--- src/rtl/drive_pkg.sv ---
// Shared definitions for the drive command path.
// Contents: 3-bit command codes, 7-bit one-hot direction encodings
// (identical to the motor stage), command FSM state type, and helpers for
// code-to-one-hot decode and forward/reverse family classification.
package drive_pkg;

  typedef enum logic [2:0] {
    CMD_FWD   = 3'd0,
    CMD_IDLE  = 3'd1,
    CMD_BWD   = 3'd2,
    CMD_LEFT  = 3'd3,
    CMD_RIGHT = 3'd4,
    CMD_ACC   = 3'd5,
    CMD_DEC   = 3'd6,
    CMD_RSVD  = 3'd7
  } cmd_t;

  localparam logic [6:0] DIR_FORWARD  = 7'b0000001;
  localparam logic [6:0] DIR_IDLE     = 7'b0000010;
  localparam logic [6:0] DIR_BACKWARD = 7'b0000100;
  localparam logic [6:0] DIR_LEFT     = 7'b0001000;
  localparam logic [6:0] DIR_RIGHT    = 7'b0010000;
  localparam logic [6:0] DIR_ACC      = 7'b0100000;
  localparam logic [6:0] DIR_DEC      = 7'b1000000;

  typedef enum logic {
    ST_RUN,
    ST_DEAD
  } state_t;

  // Reserved code 7 falls through to IDLE.
  function automatic logic [6:0] code_to_onehot(input logic [2:0] code);
    logic [6:0] dir;
    case (cmd_t'(code))
      CMD_FWD:   dir = DIR_FORWARD;
      CMD_BWD:   dir = DIR_BACKWARD;
      CMD_LEFT:  dir = DIR_LEFT;
      CMD_RIGHT: dir = DIR_RIGHT;
      CMD_ACC:   dir = DIR_ACC;
      CMD_DEC:   dir = DIR_DEC;
      default:   dir = DIR_IDLE;
    endcase
    return dir;
  endfunction

  function automatic logic is_fwd_family(input logic [6:0] dir);
    return (dir == DIR_FORWARD) || (dir == DIR_ACC);
  endfunction

  function automatic logic is_rev_family(input logic [6:0] dir);
    return (dir == DIR_BACKWARD) || (dir == DIR_DEC);
  endfunction

  function automatic logic is_ramp_dir(input logic [6:0] dir);
    return (dir == DIR_ACC) || (dir == DIR_DEC);
  endfunction

  function automatic logic families_opposite(input logic [6:0] cur, input logic [6:0] nxt);
    return (is_fwd_family(cur) && is_rev_family(nxt)) ||
           (is_rev_family(cur) && is_fwd_family(nxt));
  endfunction

endpackage

--- src/rtl/drive_cmd_ctrl_pwm_ramp_gen.sv ---
// pwm_ramp_gen: free-running PWM period counter with a ramped duty cycle.
// Ports:
//   clk, rst_n  clock / asynchronous active-low reset
//   enable      ramp PWM active (direction being registered is ACC/DEC)
//   restart     first cycle of a new ACC/DEC episode
//   pwm         registered PWM output
// Duty starts at DUTY_START, rises by DUTY_STEP every RAMP_CYCLES enabled
// cycles and saturates at PWM_PERIOD (output constantly high).
module pwm_ramp_gen
  import drive_pkg::*;
#(
  parameter int unsigned PWM_PERIOD  = 1250,
  parameter int unsigned DUTY_START  = 250,
  parameter int unsigned DUTY_STEP   = 25,
  parameter int unsigned RAMP_CYCLES = 1250000
) (
  input  logic clk,
  input  logic rst_n,
  input  logic enable,
  input  logic restart,
  output logic pwm
);

  localparam int unsigned W  = $clog2(PWM_PERIOD + 1);
  localparam int unsigned RW = $clog2(RAMP_CYCLES + 1);

  localparam logic [W-1:0]  PERIOD_W  = W'(PWM_PERIOD);
  localparam logic [W-1:0]  CNT_LAST  = W'(PWM_PERIOD - 1);
  localparam logic [W-1:0]  START_W   = W'(DUTY_START);
  localparam logic [W-1:0]  STEP_W    = W'(DUTY_STEP);
  localparam logic [RW-1:0] RAMP_LAST = RW'(RAMP_CYCLES - 1);

  logic [W-1:0]  cnt;
  logic [W-1:0]  duty;
  logic [W-1:0]  headroom;
  logic [RW-1:0] timer;

  // duty never exceeds PWM_PERIOD, so this cannot underflow; testing the
  // headroom first keeps duty + DUTY_STEP inside W bits.
  assign headroom = PERIOD_W - duty;

  always_ff @(posedge clk or negedge rst_n) begin
    if (!rst_n) begin
      cnt   <= '0;
      duty  <= START_W;
      timer <= '0;
      pwm   <= 1'b0;
    end else begin
      cnt <= (cnt == CNT_LAST) ? '0 : cnt + W'(1);
      pwm <= enable && (cnt < (restart ? START_W : duty));
      if (restart || !enable) begin
        duty  <= START_W;
        timer <= '0;
      end else if (timer == RAMP_LAST) begin
        timer <= '0;
        duty  <= (32'(headroom) <= DUTY_STEP) ? PERIOD_W : duty + STEP_W;
      end else begin
        timer <= timer + RW'(1);
      end
    end
  end

endmodule

--- src/rtl/drive_cmd_ctrl.sv ---
// drive_cmd_ctrl: command stage for the dual-motor H-bridge driver.
// Ports:
//   clk_125mhz, reset_n  clock / asynchronous active-low reset
//   cmd_valid, cmd_code  command handshake input (3-bit code)
//   cmd_ready            high when a command can be accepted
//   direction            registered 7-bit one-hot drive state
//   pwm_signal           ramped PWM, only active in ACC/DEC
//   wdog_trip            one-cycle pulse on command-silence timeout
// Optional feature macro: CMD_WATCHDOG_EN (command-silence watchdog; when
// undefined wdog_trip is tied low and no counter exists).
// A forward<->reverse reversal forces IDLE for DEAD_CYCLES cycles before the
// pending command is applied.
module drive_cmd_ctrl
  import drive_pkg::*;
#(
  parameter int unsigned PWM_PERIOD  = 1250,
  parameter int unsigned DUTY_START  = 250,
  parameter int unsigned DUTY_STEP   = 25,
  parameter int unsigned RAMP_CYCLES = 1250000,
  parameter int unsigned DEAD_CYCLES = 125000,
  parameter int unsigned WDOG_CYCLES = 62500000
) (
  input  logic       clk_125mhz,
  input  logic       reset_n,
  input  logic       cmd_valid,
  input  logic [2:0] cmd_code,
  output logic       cmd_ready,
  output logic [6:0] direction,
  output logic       pwm_signal,
  output logic       wdog_trip
);

  if (DUTY_START > PWM_PERIOD || DEAD_CYCLES == 0 || WDOG_CYCLES == 0) begin : g_bad_params
    $error("drive_cmd_ctrl: invalid parameter set");
  end

  localparam int unsigned DW = $clog2(DEAD_CYCLES + 1);
  localparam logic [DW-1:0] DEAD_LAST = DW'(DEAD_CYCLES - 1);

  state_t        state, state_n;
  logic [6:0]    cmd_dir, dir_n, pending, pending_n;
  logic [DW-1:0] dead_cnt, dead_n;
  logic          accept;
  logic          ramp_en, ramp_restart;

`ifdef CMD_WATCHDOG_EN
  localparam int unsigned WW = $clog2(WDOG_CYCLES + 1);
  localparam logic [WW-1:0] WDOG_LAST = WW'(WDOG_CYCLES - 1);
  localparam logic [WW-1:0] WDOG_FULL = WW'(WDOG_CYCLES);
  logic [WW-1:0] wdog_cnt, wdog_n;
  logic          trip_n;
`endif

  assign accept  = cmd_valid && cmd_ready;
  assign cmd_dir = code_to_onehot(cmd_code);

  always_comb begin
    state_n   = state;
    dir_n     = direction;
    pending_n = pending;
    dead_n    = dead_cnt;
    case (state)
      ST_RUN: begin
        if (accept) begin
          if (families_opposite(direction, cmd_dir)) begin
            dir_n     = DIR_IDLE;
            pending_n = cmd_dir;
            dead_n    = '0;
            state_n   = ST_DEAD;
          end else begin
            dir_n = cmd_dir;
          end
        end
      end
      ST_DEAD: begin
        if (dead_cnt == DEAD_LAST) begin
          dir_n     = pending;
          pending_n = DIR_IDLE;
          dead_n    = '0;
          state_n   = ST_RUN;
        end else begin
          dead_n = dead_cnt + DW'(1);
        end
      end
    endcase
`ifdef CMD_WATCHDOG_EN
    wdog_n = wdog_cnt;
    trip_n = 1'b0;
    if (accept) begin
      wdog_n = '0;
    end else if (wdog_cnt == WDOG_LAST) begin
      wdog_n    = WDOG_FULL;
      trip_n    = 1'b1;
      dir_n     = DIR_IDLE;
      pending_n = DIR_IDLE;
      dead_n    = '0;
      state_n   = ST_RUN;
    end else if (wdog_cnt != WDOG_FULL) begin
      wdog_n = wdog_cnt + WW'(1);
    end
`endif
  end

  always_ff @(posedge clk_125mhz or negedge reset_n) begin
    if (!reset_n) begin
      state     <= ST_RUN;
      direction <= DIR_IDLE;
      pending   <= DIR_IDLE;
      dead_cnt  <= '0;
      cmd_ready <= 1'b1;
    end else begin
      state     <= state_n;
      direction <= dir_n;
      pending   <= pending_n;
      dead_cnt  <= dead_n;
      cmd_ready <= (state_n == ST_RUN);
    end
  end

`ifdef CMD_WATCHDOG_EN
  always_ff @(posedge clk_125mhz or negedge reset_n) begin
    if (!reset_n) begin
      wdog_cnt  <= '0;
      wdog_trip <= 1'b0;
    end else begin
      wdog_cnt  <= wdog_n;
      wdog_trip <= trip_n;
    end
  end
`else
  assign wdog_trip = 1'b0;
`endif

  // The ramp generator is driven from the direction being registered so that
  // pwm_signal switches in the same cycle as direction.
  assign ramp_en      = is_ramp_dir(dir_n);
  assign ramp_restart = ramp_en && (dir_n != direction);

  pwm_ramp_gen #(
    .PWM_PERIOD (PWM_PERIOD),
    .DUTY_START (DUTY_START),
    .DUTY_STEP  (DUTY_STEP),
    .RAMP_CYCLES(RAMP_CYCLES)
  ) u_pwm (
    .clk    (clk_125mhz),
    .rst_n  (reset_n),
    .enable (ramp_en),
    .restart(ramp_restart),
    .pwm    (pwm_signal)
  );

endmodule
--- config.mk ---
export PLATFORM = sky130hd
export DESIGN_NAME = drive_cmd_ctrl
export DESIGN_NICKNAME = d
export VERILOG_FILES = /design/src/rtl/drive_pkg.sv /design/src/rtl/drive_cmd_ctrl_pwm_ramp_gen.sv /design/src/rtl/drive_cmd_ctrl.sv
export SDC_FILE = /design/constraint.sdc
export NUM_CORES = 1
export LEC_CHECK = 0
export BUFFER_PORTS_ARGS = -buffer_cell sky130_fd_sc_hd__buf_4
export CAP_MARGIN = 20
export CORE_UTILIZATION = 45
export CTS_CLUSTER_SIZE = 28
export DETAILED_ROUTE_END_ITERATION = 8
export PLACE_DENSITY = 0.69
export SYNTH_ARGS = -nofsm -noshare
export SYNTH_HDL_FRONTEND = slang
export SYNTH_SLANG_ARGS = --single-unit
export TNS_END_PERCENT = 1
--- constraint.sdc ---
create_clock -name clk_125mhz -period 11.7 [get_ports clk_125mhz]
set_clock_uncertainty 0.05 [all_clocks]
set_input_delay 2.34 -clock clk_125mhz [delete_from_list [all_inputs] [get_ports clk_125mhz]]
set_output_delay 2.34 -clock clk_125mhz [all_outputs]
set_load 0.01 [all_outputs]
======== After elaboration in Yosys (flattened, before gate mapping) ========
Cells that the tools add are included.
storage, ports and cells
  ROM bits ................................ 0
  flip-flop bits (word level) ............. 77
  memories kept ........................... 0
  logic and storage cells ................. 81
  bits in latches ......................... 0
  bits of input ports ..................... 6
  output and inout port bits .............. 10
  memory bits (writable) .................. 0
cells by class
  multipliers ............................. 0
  bitwise gates (word level) .............. 2
  divide/modulo/power cells ............... 0
  equal/unequal tests ..................... 22
  multiplexer cells ....................... 24
  reduce and logical (&&, ||, !) cells .... 17
  $add $sub $neg .......................... 5
  order comparisons ....................... 2
  shifts and indexed selects .............. 0
operator list
  operator                                                                           number
  11-bit 2-to-1 mux                                                                  5
  17-bit 2-to-1 mux                                                                  3
  21-bit 2-to-1 mux                                                                  2
  7-bit 2-to-1 mux                                                                   6
  7-bit one-hot mux with 6 select lines                                              1
  17-bit one-hot mux with 2 select lines                                             1
  7-bit one-hot mux with 2 select lines                                              2
  21-bit by 1-bit adder with 21-bit output, second input constant                    1
  21-bit equality test, second input constant                                        1
  7-bit by 6-bit equality test with 1-bit output, second input constant              3
  7-bit equality test, second input constant                                         3
  17-bit by 1-bit adder with 17-bit output, second input constant                    1
  17-bit equality test, second input constant                                        1
  7-bit by 1-bit equality test with 1-bit output, second input constant              2
  7-bit by 3-bit equality test with 1-bit output, second input constant              2
  11-bit by 1-bit adder with 11-bit output, second input constant                    1
  11-bit by 5-bit adder with 11-bit output, second input constant                    1
  11-bit equality test, second input constant                                        1
  11-bit by 5-bit less-or-equal comparator with 1-bit output, second input constant  1
  11-bit < comparator                                                                1
  11-bit subtractor, first input constant                                            1
  3-bit equality test, second input constant                                         3
  1-bit logical OR                                                                   7
  7-bit != test                                                                      1
  12 further kinds                                                                   21

======== Logic depth before layout (Yosys ltp) ========
  depth after elaboration ................. 15
  depth in mapped cells ................... 19
  depth with buffers taken out ............ 18

======== By module ========
Synthesis repeated with hierarchy kept, for this count alone.
second synthesis, totals
  cell total of the unflattened synthesis .. 531
  area, all modules ....................... 4739.5 um^2
by module, submodules not included
  module          instances  area each (um^2)  cells an instance  sequential area each (um^2)
  pwm_ramp_gen    1          2648.8            284                1108.6
  drive_cmd_ctrl  1          2090.8            247                829.5

======== Worst setup path before layout ========
Ideal clock, no wire load.
  path type ............................... input-to-reg
  from .................................... input cmd_code[1]
  to ...................................... register u_pwm.pwm
  path buffers ............................ 1
  slack ................................... 5.408 ns
  stages on the path ...................... 18
  data arrival time ....................... 6.160 ns
  library setup time ...................... 0.082 ns
  required time ........................... 11.568 ns
  cells stage by stage .................... clkbuf_1 nor4b_1 nand3_1 a31oi_1 a22oi_1 mux2i_1 or4_1 o21bai_1 nor2b_1 ha_1 a21o_1 a21o_1 a21oi_1 nor2b_1 o21ai_0 a21oi_1 or4b_2 a31oi_1
on the way
  cells in the longest elaborated chain, start to end .. 15
  elaborated cells on any way between the ends .. 27
  classes of those cells .................. order compare: 1; eq/ne: 12; mux: 5; reduce/logical: 9
ends and longest elaborated chain
  item                                                                                          line                               RTL
  start, declared                                                                               drive_cmd_ctrl.sv:26               input logic [2:0] cmd_code,
  3-bit equality test (tied with other cells)                                                   drive_pkg.sv:34                    case (cmd_t'(code))
  7-bit one-hot mux with 6 select lines (*)                                                     drive_pkg.sv:34
  7-bit by 3-bit equality test with 1-bit output (tied with other cells)                        drive_pkg.sv:51                    return (dir == DIR_BACKWARD) || (dir == DIR_DEC);
  1-bit logical OR (on tied branches)                                                           drive_pkg.sv:51, drive_pkg.sv:47
  1-bit logical AND (on tied branches)                                                          drive_pkg.sv:59, drive_pkg.sv:60
  1-bit logical OR                                                                              drive_pkg.sv:59                    return (is_fwd_family(cur) && is_rev_family(nxt)) ||
  7-bit 2-to-1 mux (*)                                                                          drive_cmd_ctrl.sv:65               if (families_opposite(direction, cmd_dir)) begin
  7-bit 2-to-1 mux (*)                                                                          drive_cmd_ctrl.sv:64               if (accept) begin
  7-bit one-hot mux with 2 select lines (*)                                                     drive_cmd_ctrl.sv:62               case (state)
  7-bit by 6-bit equality test with 1-bit output / 7-bit equality test (equally long branches)  drive_pkg.sv:55                    return (dir == DIR_ACC) || (dir == DIR_DEC);
  1-bit logical OR                                                                              drive_pkg.sv:55
  1-bit logical AND                                                                             drive_cmd_ctrl.sv:137              assign ramp_restart = ramp_en && (dir_n != direction);
  11-bit 2-to-1 mux                                                                             drive_cmd_ctrl_pwm_ramp_gen.sv:50  pwm <= enable && (cnt < (restart ? START_W : duty));
  11-bit < comparator                                                                           drive_cmd_ctrl_pwm_ramp_gen.sv:50
  1-bit logical AND (*)                                                                         drive_cmd_ctrl_pwm_ramp_gen.sv:50
  end signal, assigned                                                                          drive_cmd_ctrl_pwm_ramp_gen.sv:50
  end, declared                                                                                 drive_cmd_ctrl_pwm_ramp_gen.sv:21  output logic pwm
Mark *: on every way between the ends. The rest lies on a longest branch, timed or not.
A chain may end at the register's enable or synchronous reset.

======== Worst setup path in the final report ========
  from .................................... input cmd_code[0]
  to ...................................... register u_pwm.pwm
Same word-level chain as after synthesis.

==> impl_results.md <==
* Status: finished, final reports clean
* Syn nets at roughly 540
* Via count at 3748
* Hold Vio Cnt, Final at 0
* EDFF count, synth at 0
* I/O Pins at 16
* Fin. max-slew vios at 0
* Worst EP arrival at 6600 ps
* Global-route wire length before repair at about 17000 um
* Clock latency on the worst-skew pair at 360 ps
* Die footprint at 0.0106 mm^2
* DP HPWL at 6790 um
* Primary FF master, synth: dfrtp_1
* Synthesized area at 0.00458 mm^2
* Area growth syn-to-layout at 10.1%
* Final ANT Viol Nets at 0
* Post-synthesis sequential area ratio at 42.3%
* Crit Path Max Fanout at 10
* Post-CTS Resized at 0
* Clock root buffer master: clkbuf_8
* Fmax at 157 MHz
* CTS tree: yes
* Placer congestion estimate at 0.871
* Hold Buf Count CTS at 0
* Clock Path Buffers at 2
* Pin count of the biggest net entering global routing at 78
* CTS Buf Count at 9
* Vias in the first global route at 3493
* CTS H-Tree Depth at 3
* Hold Path Class: flop to flop
* NumNets Final at 543
* Min Tclk post-route at around 6400 ps
* Slew @ Worst Pin at around 1100 ps
* Port bufs at 14
* Initial Util at 46.7%
* DRT iter0 DRCs at 230
* Total power at 0.000853 W
* Max cap viols at 0
* CP Capture Type: flop
* Worst slew margin at 27.7%
* Pre-CTS setup slack at ~5000 ps
* Ys Warns at 0
* CP required at approximately 12000 ps
* Worst-path clk slew at 80 ps
* Final setup margin at 5330 ps
* Drt total wl at 9900 um
* Syn Area/Cell at 8.88 um^2
* Max incr delay on CP at 610 ps
* Final Setup Violations at 0
* Buf/Inv on CP at 1
* Synth Register Bits at 77
* CP cell instances: buf_4, nor4b_1, nand3_1, a31oi_1, a22oi_1, mux2i_1, or4_1, o21bai_1, nor2b_1, ha_1, a21o_1, a21o_1, a21oi_1, nor2b_1, o21ai_0, a21oi_1, or4b_2, a31oi_1
* Final period utilization at a little over half
* RSZ-0062 raised after global routing: false
* Antenna cells at 0
* Clock sinks at 77
* Synth async-reset ratio at 100%
* All-Layer GR Usage at 20.4%
* Count of cell types in the netlist at 61
* DRC errors left at 0
* P per Cell Area at approximately 170 mW/mm^2
* Die Y-Extent at 103 um
* DR WL/cell at 15.0 um
* Final hold slack at 459 ps
* Vias per inst at 5.69
* Setup bufs post-CTS at 0
* Die width at roughly 100 um
* Static leakage at roughly 2.1 nW
* Crit-path slowest cell: or4b_2
* Startpoint class of the critical path: input pin
* Initial antenna violation count at 0
* Mapped Cells at 516
* Detailed Routing Iterations Pass 1 at 5
* Layout cell share with drive strength beyond 1 at 9.32%
* Setup TNS at 0 ps
* Total gr overflow at 0
* FP Rows at 36
* Crit path kind: input pin to flop
* Worst vdd ir at between 0.00009 and 0.0001 V
* CP delay by family, top: simple AND/OR/NAND/NOR gates
* Core ar. at slightly below 0.01 mm^2
-- cells by family (layout without fill, tap and decap cells) --
logic type	Yosys count	count (layout)	synth area share (%)
fa+ha+maj	16	16	4.37
xor+xnor	40	40	7.65
simple gates	232	232	26.4
flops	77	77	42.3
mux	5	5	1.09
other cells	1	1	0.0818
buf+inv	44	54	3.90
compound gates	101	101	14.2
-- stage by stage --
step,area (um^2),cells,util [%]
2_1_floorplan,4580,516,-
4_1_cts,5020,658,51.2
3_5_place_dp,4780,642,48.6
5_1_grt,5040,659,51.4
6_report,5040,659,51.4
3_3_place_gp,4760,641,48.5
-- power by group --
part,total (W),leakage [nW],switching (W),internal [W]
Clock,0.000247,0.124,0.0000985,0.000148
Combinational,0.000250,0.961,0.000147,0.000103
Sequential,0.000356,1.01,0.0000558,0.000300
Total,0.000853,2.10,0.000301,0.000552
-- per-layer routing --
layer | routed length [um] | GRT usage, % | share of wire [%] | up-vias
li1 | - | - | - | 1846
met1 | 4830 | 28.2 | 49 | 1795
met2 | 4390 | 30.9 | 44 | 93
met3 | 472 | 3.59 | 4.8 | 14
met4 | 208 | 9.53 | 2.1 | 0
met5 | 0 | 0 | 0 | -
-- synthesized netlist by cell type, drive strengths merged, types with 3 or more instances --
cell    number  area [um^2]
and3        14         87.6
o21a         3         22.5
a22oi        3         22.5
nand4       13         81.3
nor4         5         46.3
nor3        17         85.1
a31oi        4         25.0
nor2        62          233
nand3b       5         37.5
a211oi       4         30.0
xnor2       21          184
a21o         4         30.0
nand2b       5         31.3
a221oi       3         26.3
o21ai       41          205
and2        11         68.8
xor2        19          166
nor4b        4         35.0
o31ai        3         22.5
dfrtp       68         1700
and4         3         26.3
nor2b        8         50.1
mux2i        5         50.1
a21oi       14         73.8
buf          5         32.5
inv         20         75.1
dfstp        9          236
nand3       28          140
clkbuf      19         71.3
nand2       42          158
ha          16          200
or3          3         18.8
or4b         5         53.8
-- sequential cells by signal, indices dropped and copies added, names as in the netlist --
name / cells
u_pwm.pwm: 1
u_pwm.cnt: 11
pending: 7
cmd_ready: 1
u_pwm.duty: 11
direction: 7
dead_cnt: 17
state: 1
u_pwm.timer: 21
-- path summary, 6_finish.rpt --
path	from	end	slack (ps)	depth (start not counted)
max reg2reg	dead_cnt[0]$_DFFE_PN0P_	u_pwm.pwm$_DFF_PN0_	6150	17
min in group asynchronous	reset_n	u_pwm.duty[0]$_DFFE_PN0P_	1870	1
max	cmd_code[0]	u_pwm.pwm$_DFF_PN0_	5330	18
max in group asynchronous	reset_n	cmd_ready$_DFF_PN1_	9070	2
min	dead_cnt[16]$_DFFE_PN0P_	dead_cnt[16]$_DFFE_PN0P_	460	1
min reg2reg	dead_cnt[16]$_DFFE_PN0P_	dead_cnt[16]$_DFFE_PN0P_	460	1
-- cells in the final DEF, fill, tap and decap left out, types with 17 or more instances in the layout --
master and n:
xnor2_1 21, o21ai_0 41, nor3_1 17, xor2_1 19, nand2_1 42, nand3_1 28, dfrtp_1 68, nor2_1 62
inv_1 20
-- layout make-up --
cell class / count / area, um^2
Fill cell: 942 / 4770
Multi-Input combinational cell: 395 / 2460
Sequential cell: 77 / 1940
Tap cell: 133 / 166
Timing Repair Buffer: 18 / 151
Clock buffer: 11 / 141
Clock inverter: 5 / 108
Inverter: 20 / 75.1
Note: power is estimated with default switching activity, not from simulation.
